### src/rtl/dmem_write_buffer.sv
// dmem_write_buffer: posted-store write buffer between the CPU data port and
// backing memory. Stores are queued in a circular FIFO of {addr[31:2], data}
// and drained to the bus one per accepted handshake, always from a registered
// head entry.
//
// Build option: define DMEM_WBUF_FWD_EN to let loads forward data from the
// youngest matching queued store. Without it, a load stalls until the buffer
// has fully drained and then reads straight from backing memory.
module dmem_write_buffer #(
  parameter int DEPTH = 4
) (
  input  logic                     clk,
  input  logic                     reset,
  input  logic                     MemWrite,
  input  logic                     MemRead,
  input  logic [31:0]              Mem_WrAddr,
  input  logic [31:0]              Mem_WrData,
  output logic [31:0]              ReadData,
  output logic                     Stall,
  output logic                     bus_valid,
  input  logic                     bus_ready,
  output logic [31:0]              bus_addr,
  output logic [31:0]              bus_wdata,
  output logic [31:0]              bus_rd_addr,
  input  logic [31:0]              bus_rd_data,
  output logic [$clog2(DEPTH):0]   count
);

  localparam int PW = $clog2(DEPTH);
  localparam logic [PW:0] FULL_CNT = (PW+1)'(DEPTH);

  // Pointer and occupancy state
  logic [PW-1:0] head_q, head_d;
  logic [PW-1:0] tail_q, tail_d;
  logic [PW:0]   count_q, count_d;

  // Entry storage; not reset, validity comes from head/count alone
  logic [DEPTH-1:0][29:0] addr_mem_q, addr_mem_d;
  logic [DEPTH-1:0][31:0] data_mem_q, data_mem_d;

  logic full, empty;
  logic push, pop;
  logic [31:0] rd_data;

  // Byte-offset bits of the CPU address are deliberately ignored
  logic unused_addr_lsb;
  assign unused_addr_lsb = ^Mem_WrAddr[1:0];

  assign full  = (count_q == FULL_CNT);
  assign empty = (count_q == '0);

  // Stall from registered occupancy only; bus_ready never feeds back into it
  always_comb begin
    Stall = MemWrite && full;
`ifndef DMEM_WBUF_FWD_EN
    // A load must wait for the buffer to drain so memory holds the latest data.
    // A cycle with both strobes is a store, so the load term is masked then.
    if (MemRead && !MemWrite && !empty)
      Stall = 1'b1;
`endif
  end

  assign push = MemWrite && !Stall;
  assign pop  = bus_valid && bus_ready;

  // Next-state for pointers, count and the entry written at the tail
  always_comb begin
    head_d     = head_q;
    tail_d     = tail_q;
    count_d    = count_q;
    addr_mem_d = addr_mem_q;
    data_mem_d = data_mem_q;
    if (push) begin
      addr_mem_d[tail_q] = Mem_WrAddr[31:2];
      data_mem_d[tail_q] = Mem_WrData;
      tail_d             = tail_q + 1'b1;
    end
    if (pop)
      head_d = head_q + 1'b1;
    case ({push, pop})
      2'b10:   count_d = count_q + 1'b1;
      2'b01:   count_d = count_q - 1'b1;
      default: count_d = count_q;
    endcase
  end

  // Pointer/count registers; reset discards everything pending
  always_ff @(posedge clk) begin
    if (reset) begin
      head_q  <= '0;
      tail_q  <= '0;
      count_q <= '0;
    end else begin
      head_q  <= head_d;
      tail_q  <= tail_d;
      count_q <= count_d;
    end
  end

  // Entry storage registers
  always_ff @(posedge clk) begin
    addr_mem_q <= addr_mem_d;
    data_mem_q <= data_mem_d;
  end

  // Load data path
  always_comb begin
    rd_data = bus_rd_data;
`ifdef DMEM_WBUF_FWD_EN
    // Walk oldest to youngest so the last match wins (youngest store)
    if (MemRead && !MemWrite) begin
      for (int i = 0; i < DEPTH; i++) begin
        logic [PW-1:0] idx;
        idx = head_q + PW'(i);
        if (((PW+1)'(i) < count_q) && (addr_mem_q[idx] == Mem_WrAddr[31:2]))
          rd_data = data_mem_q[idx];
      end
    end
`endif
  end

  assign ReadData    = rd_data;
  assign bus_valid   = !empty;
  assign bus_addr    = {addr_mem_q[head_q], 2'b00};
  assign bus_wdata   = data_mem_q[head_q];
  assign bus_rd_addr = {Mem_WrAddr[31:2], 2'b00};
  assign count       = count_q;

endmodule

### config.mk
export PLATFORM = sky130hd
export DESIGN_NAME = dmem_write_buffer
export DESIGN_NICKNAME = d
export VERILOG_FILES = /design/src/rtl/dmem_write_buffer.sv
export SDC_FILE = /design/constraint.sdc
export NUM_CORES = 1
export LEC_CHECK = 0
export BUFFER_PORTS_ARGS = -buffer_cell sky130_fd_sc_hd__buf_2
export CAP_MARGIN = 0
export CORE_MARGIN = 1.5
export CORE_UTILIZATION = 48
export DETAILED_ROUTE_END_ITERATION = 10
export GPL_TIMING_DRIVEN = 0
export PLACE_DENSITY = 0.75
export SLEW_MARGIN = 20
export SYNTH_ARGS = -nofsm -noshare
export SYNTH_HDL_FRONTEND = slang
export SYNTH_SLANG_ARGS = --single-unit
export TNS_END_PERCENT = 30
### constraint.sdc
create_clock -name clk -period 2.7 [get_ports clk]
set_input_delay 0.54 -clock clk [delete_from_list [all_inputs] [get_ports clk]]
set_output_delay 0.54 -clock clk [all_outputs]
set_load 0.01 [all_outputs]
==> results of run 1 <==
placed cells by master (no fill, tap or decap), drive strengths merged:
cell type and n:
clkbuf 36, mux2 1, nor3 1, edfxtp 248
o21ai 2, inv 9, nor2 8, bufinv 2
ha 5, conb 4, nand2 1, dfxtp 7
a21oi 3, o31ai 1, clkinvlp 2, nand2b 2
xor2 3, and2 4, or3 2, mux2i 2
fa 1, clkinv 7, mux4 62, a21boi 1
buf 279
flip-flops by register name, indices dropped and copies added, names as in the netlist:
signal and count:
addr_mem_q 120, count 3, data_mem_q 128, head_q 2, tail_q 2
cells in the mapped netlist (2+ instances only):
| master | count | area [sq um] |
|---|---|---|
| edfxtp_1 | 248 | 7450 |
| mux4_1 | 36 | 946 |
| mux4_2 | 26 | 586 |
| ha_1 | 5 | 62.6 |
| mux2i_1 | 2 | 20.0 |
| nand2b_1 | 2 | 12.5 |
| buf_6 | 6 | 67.6 |
| buf_4 | 66 | 495 |
| nor2_1 | 8 | 30.0 |
| buf_2 | 7 | 35.0 |
| a21oi_1 | 3 | 15.0 |
| o21ai_0 | 2 | 10.0 |
| xor2_1 | 3 | 26.3 |
| and2_1 | 4 | 25.0 |
| or3_1 | 2 | 12.5 |
| dfxtp_1 | 7 | 140 |
| inv_1 | 8 | 30.0 |
power breakdown:
| part | internal, mW | switching (mW) | total (mW) |
|---|---|---|---|
| Clock | 2.08 | 1.41 | 3.50 |
| Sequential | 4.77 | 0.0964 | 4.86 |
| Combinational | 1.30 | 1.32 | 2.63 |
| Total | 8.15 | 2.83 | 11.0 |
worst max-delay path by stage:
stage                           start                        to  cells after the start
5_1_grt        head_q[0]$_SDFFE_PP0P_             bus_wdata[15]                      4
4_1_cts        head_q[0]$_SDFFE_PP0P_             bus_wdata[28]                      4
3_5_place_dp                 MemWrite     count[2]$_SDFFE_PP0P_                      9
3_3_place_gp                 MemWrite  data_mem_q[20]$_DFFE_PP_                      3
6_report       head_q[0]$_SDFFE_PP0P_             bus_wdata[15]                      4
2_1_floorplan   count[0]$_SDFFE_PP0P_  addr_mem_q[30]$_DFFE_PP_                      3
logic make-up after synthesis:
logic type | share of synthesized area
buffers and inverters | 0.0649
DFF | 0.755
muxes | 0.156
xor gates and xnor gates | 0.00262
AOI/OAI and AO/OA | 0.00436
other | 0.000373
and+or+nand+nor | 0.00884
adders and majority gates | 0.00822
layer usage:
metal	global-route usage	share of wire
met5	0	0.00071
met4	0.0395	0.017
met3	0.0367	0.062
met2	0.294	0.52
met1	0.209	0.40
per-stage QoR:
| stage | util | hold WS (ps) |
|---|---|---|
| floorplan | - | 482 |
| global placement | 0.558 | 491 |
| detailed placement | 0.563 | 525 |
| CTS | 0.605 | 207 |
| global route | 0.605 | 210 |
| finish | 0.605 | 236 |
critical path, stage by stage, from the launching register on:
cell     delay [ps]
dfxtp_1         340
buf_6           190
buf_6           200
mux4_1          590
buf_2           160
area by class of cell:
type                    count  area (sq um)
plain buffers              81           622
multi-input cells         103          1830
well taps                 270           338
clock buffers              36           729
flip-flops and latches    255          7590
fillers                  1465          8050
inverters                   8          30.0
repair buffers            198          1060
clock inverters            12           120
==> results.sh, run 1 <==
export IMPL_seq_area_frac_synth=0.755
export IMPL_final_area_sq_mm=0.0123
export IMPL_slew_limit_headroom=0.656
export IMPL_finalClockSkew_ps=17.5
export IMPL_gp_congestion=0.730
export IMPL_total_power_mw=11.0
export IMPL_grt_max_degree=40
export IMPL_dp_cells=915
export IMPL_rr_worst_depth=9
export IMPL_worstPathRequired_ps=2160
export IMPL_syn_inst=444
export IMPL_via_count=4838
export IMPL_synth_async_reset_ratio=0
export IMPL_core_sq_mm=0.0204
export IMPL_yosys_warnings=0
export IMPL_post_place_ws_ps=402
export IMPL_grt_ovfl_total=0
export IMPL_hold_end="data_mem_q[1]$_DFFE_PP_"
export IMPL_timing_rr_end="count[2]$_SDFFE_PP0P_"
export IMPL_rsz0062_at_grt="false"
export IMPL_grt_usage=0.166
export IMPL_tightest_slew_ps=516
export IMPL_timing_fmax_ghz=0.392
export IMPL_drt_iter0_markers=207
export IMPL_rows=52
export IMPL_critPathCaptureType="output port"
export IMPL_layout_nets=780
export IMPL_ys_ff_latch=255
export IMPL_synth_edf_count=248
export IMPL_clock_latency_ps=520
export IMPL_ant_nets=0
export IMPL_finalSetupTns_ps=0
export IMPL_wl_per_cell_um=18.9
export IMPL_clock_root_buffer="clkbuf_16"
export IMPL_hold_class="in2reg"
export IMPL_reg2reg_from="count[0]$_SDFFE_PP0P_"
export IMPL_startpoint_type="flop"
export IMPL_ys_types=26
export IMPL_grt_pass1_wl_mm=27.8
export IMPL_clk_path_buf_depth=3
export IMPL_wl_mm=18.2
export IMPL_die_h_um=148
export IMPL_maxSlewViolCount=0
export IMPL_drive_above_1_share=0.505
export IMPL_timing_final_crit_period_ps=2550
export IMPL_antenna_found_initial=1
export IMPL_holdBufCountCts=0
export IMPL_io_pin_count=234
export IMPL_hpwl_mm=11.8
export IMPL_dr_pass1_iters=4
export IMPL_cts_sinks=255
export IMPL_htreeDepth=1
export IMPL_drcViolationCount=0
export IMPL_outcome="finished, final reports clean"
export IMPL_finalHoldViolCount=0
export IMPL_peakVddDrop_mv=0.509
export IMPL_ff2ff_setup_slack_ps=490
export IMPL_layout_cells_non_filler=963
export IMPL_hp_start="Mem_WrData[1]"
export IMPL_powerDensity_mw_per_mm2=892
export IMPL_die_area_sq_mm=0.0218
export IMPL_grt_pass1_vias=5138
export IMPL_placed_area_sq_mm=0.0115
export IMPL_cts_resized=0
export IMPL_synthesis_area_sq_mm=0.0100
export IMPL_p_leak_nw=4.57
export IMPL_whs_path_depth=1
export IMPL_initial_utilization=0.493
export IMPL_finalSetupViolCount=0
export IMPL_die_w_um=148
export IMPL_cap_violations=0
export IMPL_vias_per_cell=5.02
export IMPL_worstPathArrival_ps=2010
export IMPL_cts_made_buffers=26
export IMPL_num_antenna_cells=0
export IMPL_setup_ws_ps=146
export IMPL_cts_setup_buffers=0
export IMPL_path_max_fanout=10
export IMPL_io_buffers=194
export IMPL_clk_pin_slew_ps=60
export IMPL_synth_area_per_cell_sq_um=22.6
export IMPL_area_growth_pct=22.6
export IMPL_fin_crit_sh=0.946
export IMPL_synthFlopType="edfxtp_1"
export IMPL_cts_tree="built"
export IMPL_critical_path_class="reg2out"
Note: power is estimated with default switching activity, not from simulation.
==> run 2: changes to the inputs <==
--- a/config.mk
+++ b/config.mk
@@ -7,12 +7,13 @@
 export LEC_CHECK = 0
 export BUFFER_PORTS_ARGS = -buffer_cell sky130_fd_sc_hd__buf_2
 export CAP_MARGIN = 0
+export CORE_ASPECT_RATIO = 0.5
 export CORE_MARGIN = 1.5
 export CORE_UTILIZATION = 48
 export DETAILED_ROUTE_END_ITERATION = 10
 export GPL_TIMING_DRIVEN = 0
 export PLACE_DENSITY = 0.75
-export SLEW_MARGIN = 20
+export SLEW_MARGIN = 25
 export SYNTH_ARGS = -nofsm -noshare
 export SYNTH_HDL_FRONTEND = slang
 export SYNTH_SLANG_ARGS = --single-unit
==> run 2 against run 1 <==
Compared with the run above: largest power group unchanged; highest routed layer is now met4; count of clock-buffer cells in the layout decreased by 9; critical path type unchanged; sequential power about the same; routed wire length increased by 0.41%; via count increased by 0.35%.
==> results.sh, run 2 (same netlist as run 1, synthesis figures left out) <==
export IMPL_outcome="finished, final reports clean"
export IMPL_grt_pass1_wl_mm=27.4
export IMPL_powerDensity_mw_per_mm2=857
export IMPL_final_common_cell="edfxtp_1"
export IMPL_grt_pass1_vias=4925
export IMPL_rsz0062_at_grt="false"
export IMPL_whs_path_depth=1
export IMPL_hpwl_mm=11.5
export IMPL_rows=37
export IMPL_io_buffers=194
export IMPL_via_count=4855
export IMPL_die_h_um=105
export IMPL_timing_final_crit_period_ps=2540
export IMPL_finalHoldWorstSlack_ps=253
export IMPL_htreeDepth=1
export IMPL_drcViolationCount=0
export IMPL_hp_start="Mem_WrData[8]"
export IMPL_dr_pass1_iters=4
export IMPL_cts_tree="built"
export IMPL_critPathCaptureType="output port"
export IMPL_cts_resized=0
export IMPL_utilization=0.589
export IMPL_timing_rr_end="count[2]$_SDFFE_PP0P_"
export IMPL_clock_root_buffer="clkbuf_16"
export IMPL_io_pin_count=234
export IMPL_setup_ws_ps=161
export IMPL_internal_power_mw=7.62
export IMPL_core_sq_mm=0.0206
export IMPL_pwr_share_seq=0.468
export IMPL_worstPathRequired_ps=2160
export IMPL_n_fill_cell=1554
export IMPL_cap_violations=0
export IMPL_maxSlewViolCount=0
export IMPL_switching_power_mw=2.76
export IMPL_ant_nets=0
export IMPL_drive_above_1_share=0.498
export IMPL_startpoint_type="flop"
export IMPL_grt_max_degree=40
export IMPL_grt_ovfl_total=0
export IMPL_switching_share=0.266
export IMPL_finalSetupViolCount=0
export IMPL_clock_power_share=0.277
export IMPL_clk_pin_slew_ps=60
export IMPL_layout_nets=777
export IMPL_final_cell_mix="edfxtp_1, buf_2, buf_4, mux4_1, mux4_2"
export IMPL_reg2reg_from="count[0]$_SDFFE_PP0P_"
export IMPL_hold_class="in2reg"
export IMPL_rr_worst_depth=9
export IMPL_holdBufCountCts=0
export IMPL_p_leak_nw=4.47
export IMPL_drt_iter0_markers=229
export IMPL_post_place_ws_ps=456
export IMPL_finalSetupTns_ps=0
export IMPL_grt_usage=0.165
export IMPL_worstPathArrival_ps=2000
export IMPL_cts_sinks=255
export IMPL_initial_utilization=0.489
export IMPL_wl_per_cell_um=19.1
export IMPL_path_max_fanout=10
export IMPL_dp_cells=918
export IMPL_clk_path_buf_depth=3
export IMPL_largest_reg_flops=128
export IMPL_clock_latency_ps=500
export IMPL_vias_per_cell=5.08
export IMPL_peakVddDrop_mv=0.383
export IMPL_die_area_sq_mm=0.0219
export IMPL_critical_path_class="reg2out"
export IMPL_cts_made_buffers=23
export IMPL_die_w_um=208
export IMPL_finalHoldViolCount=0
export IMPL_gp_congestion=0.709
export IMPL_finalClockSkew_ps=7.88
export IMPL_slew_limit_headroom=0.612
export IMPL_area_growth_pct=20.5
export IMPL_num_antenna_cells=0
export IMPL_tightest_slew_ps=578
export IMPL_largest_register="data_mem_q"
export IMPL_comb_power_share=0.255
export IMPL_timing_fmax_ghz=0.394
export IMPL_antenna_found_initial=0
export IMPL_hold_end="data_mem_q[8]$_DFFE_PP_"
export IMPL_wl_mm=18.3
export IMPL_cts_setup_buffers=0
export IMPL_layout_cells_non_filler=956
export IMPL_ff2ff_setup_slack_ps=580
export IMPL_fin_crit_sh=0.941
-- run 2: cell types whose count changed in the layout (fill, tap and decap cells not counted), sizes merged --
| cell | previous run | this run |
|---|---|---|
| clkbuf | 36 | 27 |
| bufinv | 2 | 0 |
| inv | 9 | 8 |
| clkinv | 7 | 10 |
| clkinvlp | 2 | 1 |
-- run 2: power groups by stage --
stage	registers (mW)	logic (mW)	clock network, mW
floorplan	4.94	1.71	0
global placement	4.96	2.63	0
detailed placement	4.94	2.70	0
CTS	4.86	2.71	2.95
global route	4.88	2.84	3.12
finish	4.85	2.65	2.88
-- run 2: cell type report --
type                            count  area, sq um  area share
Multi-Input combinational cell    103         1830       0.151
Inverter                            8         30.0     0.00248
Clock buffer                       27          591      0.0488
Sequential cell                   255         7590       0.626
Timing Repair Buffer              198         1060      0.0874
Buffer                             81          622      0.0513
Clock inverter                     11         52.6     0.00434
Tap cell                          273          342      0.0282
-- run 2: worst max-delay path by stage --
stage / start / to / slack (ps) / cells past startpoint
final: head_q[0]$_SDFFE_PP0P_ / bus_addr[28] / 160 / 4
after floorplan: count[0]$_SDFFE_PP0P_ / addr_mem_q[30]$_DFFE_PP_ / -30 / 3
after detailed placement: MemWrite / addr_mem_q[106]$_DFFE_PP_ / 460 / 4
after global placement: MemWrite / data_mem_q[31]$_DFFE_PP_ / -1450 / 3
after CTS: head_q[0]$_SDFFE_PP0P_ / bus_addr[28] / 120 / 4
after global routing: head_q[0]$_SDFFE_PP0P_ / bus_wdata[15] / 70 / 4
-- run 2: worst max-delay path: stages (launching register included) --
cell and delay [ps]:
dfxtp_1 320, buf_6 190, buf_6 210, mux4_1 610, buf_2 170
-- run 2: through the flow --
stage / area, sq um / power, mW
finish: 12100 / 10.4
global route: 12100 / 10.8
CTS: 12100 / 10.5
detailed placement: 11500 / 7.65
global placement: 11400 / 7.58
floorplan: 10100 / 6.65
-- run 2: metal layers --
metal	track usage	wire [um]	part of all wire
met3	0.0375	903	0.049
met4	0.0341	265	0.015
met2	0.287	9300	0.51
met5	0	0	0
met1	0.215	7780	0.43
==> run 3: changes to the inputs <==
--- a/config.mk
+++ b/config.mk
@@ -7,12 +7,14 @@
 export LEC_CHECK = 0
 export BUFFER_PORTS_ARGS = -buffer_cell sky130_fd_sc_hd__buf_2
 export CAP_MARGIN = 0
+export CELL_PAD_IN_SITES_DETAIL_PLACEMENT = 1
+export CELL_PAD_IN_SITES_GLOBAL_PLACEMENT = 1
 export CORE_ASPECT_RATIO = 0.5
 export CORE_MARGIN = 1.5
-export CORE_UTILIZATION = 48
+export CORE_UTILIZATION = 41
 export DETAILED_ROUTE_END_ITERATION = 10
 export GPL_TIMING_DRIVEN = 0
-export PLACE_DENSITY = 0.75
+export PLACE_DENSITY_LB_ADDON = 0.1
 export SLEW_MARGIN = 25
 export SYNTH_ARGS = -nofsm -noshare
 export SYNTH_HDL_FRONTEND = slang
==> run 3 against run 2 <==
Compared with the run above: maximum frequency fell by 0.16%; worst setup slack got worse by 4.1 ps; core utilization fell by 7.6 points; worst hold slack worse by 19 ps; largest cell class unchanged.
==> results.sh, run 3 (same netlist as run 1, synthesis figures left out) <==
export IMPL_outcome="finished, final reports clean"
export IMPL_core_sq_mm=0.0240
export IMPL_via_count=4904
export IMPL_setup_ws_ps=156
export IMPL_clock_root_buffer="clkbuf_16"
export IMPL_finalSetupViolCount=0
export IMPL_powerDensity_mw_per_mm2=885
export IMPL_vias_per_cell=4.89
export IMPL_rsz0062_at_grt="false"
export IMPL_drive_above_1_share=0.499
export IMPL_clock_latency_ps=520
export IMPL_timing_final_crit_period_ps=2540
export IMPL_cts_made_buffers=24
export IMPL_slew_limit_headroom=0.609
export IMPL_grt_pass1_wl_mm=30.1
export IMPL_die_area_sq_mm=0.0255
export IMPL_maxSlewViolCount=0
export IMPL_antenna_found_initial=0
export IMPL_wl_mm=20.0
export IMPL_initial_utilization=0.418
export IMPL_utilization=0.513
export IMPL_dr_pass1_iters=4
export IMPL_timing_fmax_ghz=0.393
export IMPL_p_leak_nw=4.55
export IMPL_cp_slowest_cell="mux4_1"
export IMPL_cts_resized=0
export IMPL_largest_register="data_mem_q"
export IMPL_multiInputGateArea_sq_mm=0.00183
export IMPL_fin_crit_sh=0.942
export IMPL_tightest_slew_ps=587
export IMPL_cts_setup_buffers=0
export IMPL_ff2ff_setup_slack_ps=570
export IMPL_path_max_fanout=10
export IMPL_post_place_ws_ps=428
export IMPL_drcViolationCount=0
export IMPL_cpPeakStageDelay_ps=590
export IMPL_area_growth_pct=22.7
export IMPL_critPathCaptureType="output port"
export IMPL_htreeDepth=1
export IMPL_grt_pass1_vias=5192
export IMPL_gp_congestion=0.679
export IMPL_worstPathCellList="buf_6, buf_6, mux4_1, buf_2"
export IMPL_finalClockSkew_ps=10.4
export IMPL_num_antenna_cells=0
export IMPL_rows=40
export IMPL_layout_nets=779
export IMPL_die_h_um=114
export IMPL_clk_path_buf_depth=3
export IMPL_worstPathRequired_ps=2160
export IMPL_finalHoldViolCount=0
export IMPL_finalSetupTns_ps=0
export IMPL_drt_iter0_markers=216
export IMPL_cpMostUsedCell="buf_6"
export IMPL_critical_path_class="reg2out"
export IMPL_peakVddDrop_mv=0.340
export IMPL_io_buffers=194
export IMPL_final_common_cell="edfxtp_1"
export IMPL_grt_ovfl_total=0
export IMPL_io_pin_count=234
export IMPL_holdBufCountCts=0
export IMPL_worstPathArrival_ps=2000
export IMPL_wl_per_cell_um=19.9
export IMPL_cap_violations=0
export IMPL_hold_class="in2reg"
export IMPL_clk_pin_slew_ps=70
export IMPL_grt_max_degree=40
export IMPL_final_cell_mix="edfxtp_1, buf_2, buf_4, mux4_1, mux4_2"
export IMPL_hpwl_mm=12.6
export IMPL_cts_sinks=255
export IMPL_regArea_sq_mm=0.00759
export IMPL_rr_worst_depth=4
export IMPL_n_fill_cell=2246
export IMPL_ant_nets=0
export IMPL_whs_path_depth=1
export IMPL_largest_reg_flops=128
export IMPL_cts_tree="built"
export IMPL_grt_usage=0.157
export IMPL_die_w_um=224
export IMPL_startpoint_type="flop"
==> run 3: changes by cell type in the layout (fill, tap and decap cells not counted), sizes merged <==
cell	before	now
clkbuf	27	30
buf	279	280
bufinv	0	3
clkinv	10	9
clkinvlp	1	0
==> run 3: worst max-delay path, delay by kind of cell (launching register included) <==
kind     cells  cell delay (ps)
buf+inv      3              560
mux          1              590
flops        1              330
==> run 3: metal layers <==
layer / global-route usage / part of all wire
met1: 0.206 / 0.43
met2: 0.271 / 0.51
met3: 0.0353 / 0.045
met4: 0.0353 / 0.015
met5: 0 / 0
==> run 3: area by class of cell <==
type,count,share of cell area
well taps,315,0.0320
plain buffers,81,0.0504
clock inverters,12,0.0105
inverters,8,0.00244
flip-flops and latches,255,0.615
repair buffers,199,0.0887
multi-input cells,103,0.148
clock buffers,30,0.0523
==> run 3: report_power, final <==
part           total (mW)  internal, mW  switching, mW
Combinational        2.67          1.32           1.35
Clock                3.38          1.97           1.41
Sequential           4.86          4.76         0.0943
Total                10.9          8.05           2.86
==> run 3: final timing paths <==
| check | startpoint | end |
|---|---|---|
| setup / recovery | head_q[0]$_SDFFE_PP0P_ | bus_wdata[7] |
| setup reg to reg | count[0]$_SDFFE_PP0P_ | addr_mem_q[103]$_DFFE_PP_ |
| hold reg to reg | tail_q[1]$_SDFFE_PP0P_ | tail_q[1]$_SDFFE_PP0P_ |
| hold / removal | Mem_WrData[12] | data_mem_q[76]$_DFFE_PP_ |
==> run 3: per-stage QoR <==
stage	instance area [sq um]	power, mW	std cells	hold slack (ps)
finish	12300	10.9	1003	234
global route	12300	11.4	1003	208
CTS	12300	11.1	1003	205
detailed placement	11600	7.70	961	522
global placement	11400	7.64	956	513
floorplan	10100	6.65	447	482
